--- src/rtl/bram_arbiter.sv ---
// Shares one single-port block RAM between the fetch (I) and load/store (D) ports.
// One RAM access per cycle; partial-word stores become a two-cycle read-modify-write.
module bram_arbiter #(
    parameter int ADDR_W = 16,
    parameter int DATA_W = 32
) (
    input  logic                  clk,
    input  logic                  rst,
    input  logic                  i_req,
    input  logic [ADDR_W-1:0]     i_addr,
    output logic                  i_gnt,
    output logic                  i_rvalid,
    output logic [DATA_W-1:0]     i_rdata,
    input  logic                  d_req,
    input  logic                  d_we,
    input  logic [DATA_W/8-1:0]   d_be,
    input  logic [ADDR_W-1:0]     d_addr,
    input  logic [DATA_W-1:0]     d_wdata,
    output logic                  d_gnt,
    output logic                  d_rvalid,
    output logic [DATA_W-1:0]     d_rdata,
    output logic                  m_en,
    output logic                  m_rd_en,
    output logic                  m_wr_en,
    output logic [ADDR_W-1:0]     m_addr,
    output logic [DATA_W-1:0]     m_wdata,
    input  logic [DATA_W-1:0]     m_rdata,
    output logic                  dbg_state_o
);
    localparam int NB = DATA_W / 8;

    // Handshake: a port holds req and operands stable until its gnt; gnt marks the
    // cycle the access is issued (or, for a partial store, the cycle its write is issued).
    typedef enum logic {
        S_IDLE = 1'b0,
        S_RMW  = 1'b1
    } state_t;

    state_t            state_q, state_d;
    logic              last_d_q, last_d_d;     // 1 = D won the most recent grant
    logic              i_rvalid_q, i_rvalid_d;
    logic              d_rvalid_q, d_rvalid_d;
    logic              pick_i, pick_d;
    logic [DATA_W-1:0] merged;

    assign i_rdata     = m_rdata;
    assign d_rdata     = m_rdata;
    assign i_rvalid    = i_rvalid_q & ~rst;
    assign d_rvalid    = d_rvalid_q & ~rst;
    assign dbg_state_o = state_q;

    always_comb begin
        merged = m_rdata;
        for (int n = 0; n < NB; n++) begin
            if (d_be[n]) merged[8*n +: 8] = d_wdata[8*n +: 8];
        end
    end

    // On a tie, the port that did not win last time gets the RAM.
    assign pick_i = i_req & (~d_req | last_d_q);
    assign pick_d = d_req & ~pick_i;

    always_comb begin
        state_d    = state_q;
        last_d_d   = last_d_q;
        i_rvalid_d = 1'b0;
        d_rvalid_d = 1'b0;
        i_gnt      = 1'b0;
        d_gnt      = 1'b0;
        m_en       = 1'b0;
        m_rd_en    = 1'b0;
        m_wr_en    = 1'b0;
        m_addr     = '0;
        m_wdata    = '0;
        if (!rst) begin
            unique case (state_q)
                S_IDLE: begin
                    if (pick_i) begin
                        m_en       = 1'b1;
                        m_rd_en    = 1'b1;
                        m_addr     = i_addr;
                        i_gnt      = 1'b1;
                        i_rvalid_d = 1'b1;
                        last_d_d   = 1'b0;
                    end else if (pick_d) begin
                        m_addr = d_addr;
                        if (!d_we) begin
                            m_en       = 1'b1;
                            m_rd_en    = 1'b1;
                            d_gnt      = 1'b1;
                            d_rvalid_d = 1'b1;
                            last_d_d   = 1'b1;
                        end else if (&d_be) begin
                            m_en     = 1'b1;
                            m_wr_en  = 1'b1;
                            m_wdata  = d_wdata;
                            d_gnt    = 1'b1;
                            last_d_d = 1'b1;
                        end else if (d_be == '0) begin
                            d_gnt    = 1'b1;
                            last_d_d = 1'b1;
                        end else begin
                            // Fetch the old word; the merge and write happen next cycle.
                            m_en    = 1'b1;
                            m_rd_en = 1'b1;
                            state_d = S_RMW;
                        end
                    end
                end
                S_RMW: begin
                    m_en     = 1'b1;
                    m_wr_en  = 1'b1;
                    m_addr   = d_addr;
                    m_wdata  = merged;
                    d_gnt    = 1'b1;
                    last_d_d = 1'b1;
                    state_d  = S_IDLE;
                end
                default: state_d = S_IDLE;
            endcase
        end
    end

    always_ff @(posedge clk) begin
        if (rst) begin
            state_q    <= S_IDLE;
            last_d_q   <= 1'b1;
            i_rvalid_q <= 1'b0;
            d_rvalid_q <= 1'b0;
        end else begin
            state_q    <= state_d;
            last_d_q   <= last_d_d;
            i_rvalid_q <= i_rvalid_d;
            d_rvalid_q <= d_rvalid_d;
        end
    end
endmodule

--- config.mk ---
export PLATFORM = sky130hd
export DESIGN_NAME = bram_arbiter
export DESIGN_NICKNAME = d
export VERILOG_FILES = /design/src/rtl/bram_arbiter.sv
export SDC_FILE = /design/constraint.sdc
export NUM_CORES = 1
export LEC_CHECK = 0
export ABC_CLOCK_PERIOD_IN_PS = 1920
export CELL_PAD_IN_SITES_DETAIL_PLACEMENT = 1
export CELL_PAD_IN_SITES_GLOBAL_PLACEMENT = 2
export CORE_MARGIN = 4
export CORE_UTILIZATION = 10
export CTS_BUF_LIST = sky130_fd_sc_hd__clkbuf_8
export CTS_CLUSTER_DIAMETER = 150
export DETAILED_ROUTE_END_ITERATION = 7
export PLACE_DENSITY = 0.91
export SYNTH_ARGS = -nofsm -noshare
export SYNTH_HDL_FRONTEND = slang
export SYNTH_SLANG_ARGS = --single-unit
export TNS_END_PERCENT = 10
--- constraint.sdc ---
create_clock -name clk -period 1.92 [get_ports clk]
set_input_delay 0.288 -clock clk [delete_from_list [all_inputs] [get_ports clk]]
set_output_delay 0.288 -clock clk [all_outputs]
set_load 0.01 [all_outputs]
==> impl_metrics.csv <==
group,metric,value,unit
power_and_ir_drop,p_switching,318,µW
floorplan,die-area,17700,µm²
floorplan,die_w,133,µm
setup_path,r2r_cells,6,
clocking,clkTransAtPathRegs,0.03,ns
power_and_ir_drop,leakage,0.00157,µW
global_routing,grt_pass1_vias,2441,
placement,port_buffers,224,
synthesis,synth.cell_area,1570,µm²
setup_path,reg2reg_to,"dbg_state_o",
clocking,hold_buffers,0,
power_and_ir_drop,seqPwrFrac,0.092,
worst_hold_path,hold_path.class,"in2reg",
layout,stdcell_area,3910,µm²
synthesis,synth.distinct_cells,25,
setup_path,crit_end,"m_wdata[2]",
run,cap_violations,0,
sta,fmax,0.493,GHz
floorplan,io_pins,225,
global_routing,overflow,0,
drt,drcViolationCount,0,
synthesis,syn-instance-count,194,
setup_path,crit_fanout,7,
sta,tightest_slew,0.351,ns
sta,relSlewSlack,0.759,
setup_path,crit_arrival,1.74,ns
power_and_ir_drop,power_frac_clock,0.186,
setup_path,crit_path_start,"last_d_q",
global_routing,grt_pass1_wl,14100,µm
power_and_ir_drop,p_int,666,µW
placement,gp_congestion,0.750,
layout,drive_above_1_share,0.369,
drt,avgRoutedWirePerCell,16.2,µm
layout,final_common_cell,"clkdlybuf4s50_1",
drt,drt-pass1-iter-count,4,
sta,min_period,2.03,ns
drt,vias_per_cell,3.62,
floorplan,die_y,133,µm
run_status,violations,"negative setup slack",
clocking,cts_tree,"done",
clocking,numCtsBuffers,3,
sta,setup_viol,29,
drt,wl,9670,µm
layout,syn2layout_area_growth,149,%
drt,num_vias,2164,
layout,final_nets,492,
setup_path,start_kind,"register",
power_and_ir_drop,switching_share,0.323,
run_status,outcome,"finished with violations",
floorplan,initial_core_util,0.103,
synthesis,synth_seq_cells,4,
floorplan,core_area,15300,µm²
synthesis,ys_seq_area_frac,0.0511,
synthesis,syn_nets,299,
placement,place_ws,-0.777,ns
sta,grt_setup_unrepaired,"true",
global_routing,grt_max_degree,19,
layout,final_cell_mix,"163 x clkdlybuf4s50_1, 46 x buf_2, 31 x mux2i_1, 28 x a21oi_2, 24 x buf_4",
clocking,cts_root_buf,"clkbuf_8",
synthesis,avgSynthCellArea,8.08,µm²
global_routing,track_usage,0.102,
power_and_ir_drop,comb_power_share,0.722,
setup_path,reg2reg_slack,0.66,ns
synthesis,yosysWarnings,0,
sta,drv_slew,0,
placement,placed_area,3810,µm²
sta,finalHoldViolCount,0,
setup_path,crit-reg2reg-launch,"last_d_q",
power_and_ir_drop,ir_drop,0.113,mV
clocking,worstSkewPairLatency,0.22,ns
global_routing,antenna_found_initial,3,
drt,first_iter_violations,62,
clocking,clkSinkCount,4,
clocking,htree_num_levels,1,
sta,skew,0.00107,ns
sta,fin_crit_sh,1.06,
setup_path,crit_path_end_kind,"output port",
setup_path,required,1.63,ns
floorplan,fp-row-count,45,
drt,antenna_left,0,
placement,hpwl,8130,µm
power_and_ir_drop,power_density,252,nW/µm²
setup_path,crit_type,"reg2out",
sta,setup_ws,-0.108,ns
clocking,clockBufferDepth,2,
==> power groups by stage <==
stage          registers [µW]  clock network, µW  logic, µW
6_report                 90.8                183        711
5_1_grt                  91.5                194        754
4_1_cts                  90.7                191        711
3_5_place_dp             91.5                  0        725
3_3_place_gp             91.1                  0        711
2_1_floorplan            92.0                  0        277
==> stage by stage <==
stage	hold slack, ns	std cells	util	total power, µW	TNS [ns]
after floorplan	0.360	194	-	369	0
after global placement	0.624	583	0.250	802	-34.06
after detailed placement	0.666	583	0.250	817	-36.25
after CTS	0.512	597	0.252	992	-4.35
after global routing	0.524	596	0.256	1040	-4.19
final	0.520	597	0.256	984	-2.13
==> cell usage after synthesis (all sizes together) <==
cell | instances | area [µm²]
nor3 | 1 | 5.00
inv | 3 | 11.3
o221ai | 1 | 8.76
a21oi | 33 | 278
nand2 | 3 | 11.3
nor2b | 6 | 37.5
a2111o | 1 | 11.3
o31ai | 1 | 7.51
and3 | 2 | 12.5
nand4 | 1 | 6.26
a31oi | 2 | 12.5
dfxtp | 4 | 80.1
or4 | 1 | 7.51
mux2i | 32 | 320
a21bo | 1 | 10.0
buf | 77 | 562
a22o | 16 | 140
o21ai | 2 | 10.0
nor2 | 2 | 7.51
nand2b | 4 | 25.0
clkbuf | 1 | 3.75
==> critical path: stages (launching register included) <==
cell	delay [ns]
dfxtp_2	0.31
nand2b_4	0.13
a2111o_2	0.49
buf_6	0.18
buf_12	0.14
a21oi_2	0.11
buf_2	0.15
==> worst min path at each step <==
stage,end,slack [ns],cells after the start,start
after floorplan,d_rvalid_q,0.36,1,d_we
after global placement,last_d_q,0.62,3,last_d_q
after detailed placement,last_d_q,0.67,3,last_d_q
after CTS,d_rvalid_q,0.51,3,d_we
after global routing,d_rvalid_q,0.52,3,d_we
final,d_rvalid_q,0.52,3,d_we
==> registers in the layout, indices dropped and copies added, names as in the netlist <==
register     cells
d_rvalid_q       1
last_d_q         1
i_rvalid_q       1
dbg_state_o      1
==> repair_timing <==
item / 4_1_cts / 5_1_grt
buffers inserted: 7 / 0
pin swaps: 33 / 19
setup endpoints to repair: 53 / 52
gates resized for setup: 247 / 17
gates cloned: 5 / 0
==> cells by family after synthesis <==
| kind of cell | synth area share |
|---|---|
| mux | 0.204 |
| flops | 0.0511 |
| simple gates | 0.0718 |
| buf+inv | 0.368 |
| compound gates | 0.305 |
==> metal layers <==
| layer | GRT usage | up-vias | part of all wire |
|---|---|---|---|
| met5 | 0 | - | 0.0027 |
| met4 | 0.0143 | 4 | 0.0061 |
| met3 | 0.0412 | 9 | 0.11 |
| met2 | 0.218 | 134 | 0.57 |
| met1 | 0.0884 | 1004 | 0.31 |
| li1 | - | 1013 | - |
==> layout make-up <==
class	instances	area, µm²
Timing Repair Buffer	266	2490
Inverter	3	11.3
Tap cell	211	264
Clock buffer	3	41.3
Sequential cell	4	81.3
Fill cell	1785	11300
Multi-Input combinational cell	109	1020
Antenna cell	1	2.50
(Power assumes the default switching activity.)
